[config.mk]
export PLATFORM = sky130hd
export DESIGN_NAME = tdm_demux4
export DESIGN_NICKNAME = d
export VERILOG_FILES = /design/src/rtl/tdm_pkg.sv /design/src/rtl/tdm_hold_reg.sv /design/src/rtl/tdm_demux4.sv
export SDC_FILE = /design/constraint.sdc
export NUM_CORES = 1
export LEC_CHECK = 0
export ABC_AREA = 1
export CORE_AREA = 3 3 63 65
export DETAILED_ROUTE_END_ITERATION = 10
export DIE_AREA = 0 0 66 68
export DONT_BUFFER_PORTS = 1
export PLACE_DENSITY = 0.69
export SKIP_LAST_GASP = 1
export SLEW_MARGIN = 20
export SYNTH_ARGS = -nofsm -noshare
export SYNTH_HDL_FRONTEND = slang
export SYNTH_SLANG_ARGS = --single-unit
[constraint.sdc]
create_clock -name clk -period 1.9 [get_ports clk]
set_input_delay 0.38 -clock clk [delete_from_list [all_inputs] [get_ports clk]]
set_output_delay 0.38 -clock clk [all_outputs]
set_load 0.005 [all_outputs]
[src/rtl/tdm_pkg.sv]
// Shared constants, FSM state type and slot arithmetic for the 4-channel TDM demultiplexer.
package tdm_pkg;

  localparam int unsigned NUM_CH = 4;
  localparam int unsigned SLOT_W = 2;

  typedef enum logic {
    HUNT   = 1'b0,
    LOCKED = 1'b1
  } state_e;

  // Slot after s; relies on SLOT_W-bit wrap so 3 rolls over to 0.
  function automatic logic [SLOT_W-1:0] next_slot(input logic [SLOT_W-1:0] s);
    return s + SLOT_W'(1);
  endfunction

endpackage

[src/rtl/tdm_hold_reg.sv]
// One channel holding register: a data word plus valid flag, loaded from the link and drained by the consumer.
module tdm_hold_reg #(
  parameter int unsigned WIDTH = 8
) (
  input  logic             clk,
  input  logic             rst_n,
  input  logic             load,
  input  logic [WIDTH-1:0] din,
  input  logic             ready,
  output logic [WIDTH-1:0] data,
  output logic             valid,
  output logic             free_c
);

  // A full register that is being drained this cycle can take a new word.
  assign free_c = !valid || ready;

  always_ff @(posedge clk or negedge rst_n) begin
    if (!rst_n) begin
      data  <= '0;
      valid <= 1'b0;
    end else if (load) begin
      data  <= din;
      valid <= 1'b1;
    end else if (valid && ready) begin
      valid <= 1'b0;
    end
  end

endmodule

[src/rtl/tdm_demux4.sv]
// Receive end of the 4:1 TDM link: frame-alignment FSM, slot counter and per-channel steering.
module tdm_demux4
  import tdm_pkg::*;
#(
  parameter int unsigned WIDTH = 8
) (
  input  logic                    clk,
  input  logic                    rst_n,
  input  logic                    in_valid,
  input  logic [WIDTH-1:0]        in_data,
  input  logic                    in_sync,
  output logic                    in_ready,
  output logic [NUM_CH*WIDTH-1:0] out_data,
  output logic [NUM_CH-1:0]       out_valid,
  input  logic [NUM_CH-1:0]       out_ready,
  output logic [SLOT_W-1:0]       slot,
  output logic                    locked,
  output logic                    sync_err
);

  state_e              state_q;
  state_e              state_d;
  logic [SLOT_W-1:0]   slot_d;
  logic [SLOT_W-1:0]   tgt_c;
  logic                sync_err_d;
  logic [NUM_CH-1:0]   free_c;
  logic [NUM_CH-1:0]   load_c;

  always_ff @(posedge clk or negedge rst_n) begin
    if (!rst_n) begin
      state_q  <= HUNT;
      slot     <= '0;
      sync_err <= 1'b0;
    end else begin
      state_q  <= state_d;
      slot     <= slot_d;
      sync_err <= sync_err_d;
    end
  end

  // in_ready never looks at in_valid, so no valid->ready combinational path exists.
  always_comb begin
    state_d    = state_q;
    slot_d     = slot;
    sync_err_d = 1'b0;
    in_ready   = 1'b0;
    load_c     = '0;
    tgt_c      = in_sync ? '0 : slot;
    case (state_q)
      HUNT: begin
        in_ready = in_sync ? free_c[0] : 1'b1;
        if (in_valid && in_ready && in_sync) begin
          load_c[0] = 1'b1;
          slot_d    = next_slot(SLOT_W'(0));
          state_d   = LOCKED;
        end
      end
      LOCKED: begin
        in_ready = free_c[tgt_c];
        if (in_valid && in_ready) begin
          load_c[tgt_c] = 1'b1;
          slot_d        = next_slot(tgt_c);
          sync_err_d    = in_sync && (slot != '0);
        end
      end
      default: state_d = HUNT;
    endcase
  end

  assign locked = (state_q == LOCKED);

  for (genvar c = 0; c < NUM_CH; c++) begin : g_ch
    tdm_hold_reg #(
      .WIDTH (WIDTH)
    ) u_hold (
      .clk    (clk),
      .rst_n  (rst_n),
      .load   (load_c[c]),
      .din    (in_data),
      .ready  (out_ready[c]),
      .data   (out_data[c*WIDTH +: WIDTH]),
      .valid  (out_valid[c]),
      .free_c (free_c[c])
    );
  end

endmodule

==> run_results.csv <==
group,metric,value,unit
drt,first_iter_violations,68,
run_status,status,"completed",
global_routing,grt_usage,18.9,%
floorplan,die-width,66,µm
timing,fin_crit,1.77,ns
critical_path,critical_path.max_stage_delay,0.43,ns
drt,final_antenna_net_count,0,
yosys,avgSynthCellArea,10.1,µm²
critical_path,path_buf_inv,1,
yosys,netlist_area,1900,µm²
floorplan,coreArea,3390,µm²
cts,clock_path_buffers,2,
timing,period_share,93.4,%
yosys,netlist_instances,189,
power_and_ir_drop,power.internal,1.88,mW
flow_run,cap_violations,0,
timing,setup_tns,0,ns
placed_design,portBuffers,0,
placed_design,placed_cells,226,
power_and_ir_drop,swShare,37.0,%
timing,worstMarginPinSlew,0.355,ns
power_and_ir_drop,p_comb_share,28.7,%
cells_and_area,final_cell_mix,"46 x nand2_1, 40 x dfrtp_1, 24 x o21ai_2",
critical_path,cp_top_family,"simple AND/OR/NAND/NOR gates",
timing,clock_skew,0.0100,ns
power_and_ir_drop,p_seq_share,51.3,%
cts,cts_inserted_buffers,5,
cells_and_area,stdcell_count,241,
power_and_ir_drop,power.density,1450,nW/µm²
drt,drc,0,
global_routing,gr-total-overflow,0,
hold_path,hold_path_class,"in -> reg",
drt,routed_wl,3.95,mm
placed_design,dp_hpwl,2.85,mm
floorplan,dieArea,4490,µm²
timing,fmax,0.564,GHz
power_and_ir_drop,pwr-share-clk,20.0,%
critical_path,critPathMaxFanout,5,
yosys,ys_seq_elements,40,
cells_and_area,multi_input_area,767,µm²
critical_path,crit_path_end_kind,"primary output",
yosys,yosysUniqueCellTypes,21,
cells_and_area,layout_commonest_cell,"nand2_1",
timing,hold_ws,0.126,ns
floorplan,rows,21,
cells_and_area,area_growth,8.28,%
cts,insertion_delay,0.34,ns
cells_and_area,nNetsFinal,214,
critical_path,slowest_stage,"dfrtp_1",
timing,drv_slew,0,
timing,slew_headroom,76.2,%
critical_path,worstPathCellList,"inv_2 > nor2_4 > nand2_2 > nand2_2 > nand2_4 > nand2_2 > nand2_1",
cells_and_area,drive_above_1_share,30.8,%
global_routing,first_global_vias,1292,
floorplan,fp.dieH,68,µm
floorplan,start_util,56.2,%
cells_and_area,nFillCells,280,
timing,hold_violations,0,
placed_design,place_congestion,0.780,
cts,cts-root-buf,"clkbuf_4",
drt,vias,1284,
cells_and_area,num_antenna_cells,0,
power_and_ir_drop,irDropWorstVdd,0.000627,V
yosys,seq_area_frac_synth,52.6,%
power_and_ir_drop,p_leak,1.03,nW
drt,viasPerCell,5.33,
global_routing,grt_first_pass_wirelength,6.24,mm
critical_path,critPathKind,"reg -> out",
cts,cts_max_level,2,
critical_path,cpMostUsedCell,"nand2_2",
cts,clkSlewWorstSetupHoldPaths,0.12,ns
critical_path,cp.required,1.52,ns
floorplan,io_pins,57,
timing,setup_viol,0,
global_routing,antenna_found_initial,0,
cells_and_area,regArea,1000,µm²
critical_path,cp-start-kind,"flip-flop",
drt,firstDrtPassIters,4,
cts,cts.sink_count,40,
cts,tritoncts,"built",
critical_path,arrival,1.39,ns
drt,routedWlPerCell,16.4,µm
global_routing,grt_max_degree,41,
yosys,syn_nets,209,
yosys,yosysWarnings,0,
timing,rsz0062_at_grt,"false",
power_and_ir_drop,switching_power,1.10,mW
## stage by stage
step	setup slack [ns]	cell area, µm²	utilization, %	total power, mW
6_report	0.126	2060	60.8	2.99
4_1_cts	0.0243	2010	59.4	2.97
3_5_place_dp	0.269	1880	55.5	2.34
5_1_grt	0.0258	2060	60.8	3.20
2_1_floorplan	0.495	1900	-	2.19
3_3_place_gp	0.318	1880	55.5	2.28
## kinds of logic after synthesis
family,share of synthesized area (%)
flip-flops,52.6
AO/OA/AOI/OAI,12.7
AND/OR/NAND/NOR,23.7
adder cells (fa/ha/maj),2.63
buffers and inverters,8.34
## what timing repair did
item | in CTS | in global routing
hold endpoints to repair | 40 | 0
resized for setup | 2 | 5
pin swaps | 0 | 2
setup endpoints to repair | 1 | 1
buffers inserted | 0 | 5
hold buffers | 2 | 0
## worst reg2reg max path: cells and delay by family (launching register included)
kind                   cells  cell delay [ns]
AO/OA/AOI/OAI              1             0.07
buffers and inverters      2             0.25
flip-flops                 1             0.43
AND/OR/NAND/NOR            5             0.85
## layer usage
metal,routed length [µm],track usage (%),part of all wire (%),vias to the layer above
met5,0,0,0,-
met4,23,6.09,0.58,0
met3,398,9.20,10,2
met1,1640,23.0,42,610
li1,-,-,-,624
met2,1880,29.7,48,48
## path summary, 6_finish.rpt
| kind | depth (start not counted) | slack (ns) | start | endpoint |
|---|---|---|---|---|
| setup / recovery | 7 | 0.13 | slot[0] | in_ready |
| hold / removal | 1 | 0.13 | out_ready[1] | g_ch[1].u_hold.valid |
| setup reg to reg | 8 | 0.21 | slot[0] | g_ch[3].u_hold.data[4] |
| hold reg to reg | 2 | 0.53 | g_ch[1].u_hold.data[1] | g_ch[1].u_hold.data[1] |
| max in group asynchronous | 2 | 1.20 | rst_n | locked |
| min in group asynchronous | 2 | 0.50 | rst_n | g_ch[2].u_hold.data[7] |
## synth_stat cells
library cell	number	share of area, %
nand2_4	2	1.2
ha_1	4	2.6
nand2_1	49	9.7
o21ai_0	2	0.53
nor2_1	2	0.39
nand4_2	1	0.66
nand4_4	3	3.4
dfrtp_1	40	53
buf_6	4	2.4
nand4_1	2	0.66
nor2_2	2	0.66
nand2_2	5	1.6
o21ai_2	24	11
a211oi_1	1	0.39
nand3_1	19	5.0
buf_2	1	0.26
inv_1	17	3.4
nand3_2	1	0.53
buf_4	5	2.0
o21ai_1	3	0.79
inv_2	2	0.39
## area by class of cell
type / instances / area share (%)
clock buffers: 6 / 2.49
multi-input cells: 120 / 37.2
flip-flops and latches: 40 / 48.5
inverters: 19 / 3.46
repair buffers: 8 / 3.64
clock inverters: 2 / 1.88
well taps: 46 / 2.79
## power by group through the flow
stage	Clock [mW]	Sequential, mW	Combinational, mW
floorplan	0	1.45	0.731
global placement	0	1.54	0.738
detailed placement	0	1.55	0.787
CTS	0.607	1.54	0.821
global route	0.645	1.58	0.977
finish	0.597	1.53	0.857
## flip-flops by register name (all words and copies together), names as in the netlist
register,flops
g_ch.u_hold.data,32
g_ch.u_hold.valid,4
locked,1
slot,2
sync_err,1
Note: power is estimated with default switching activity, not from simulation.
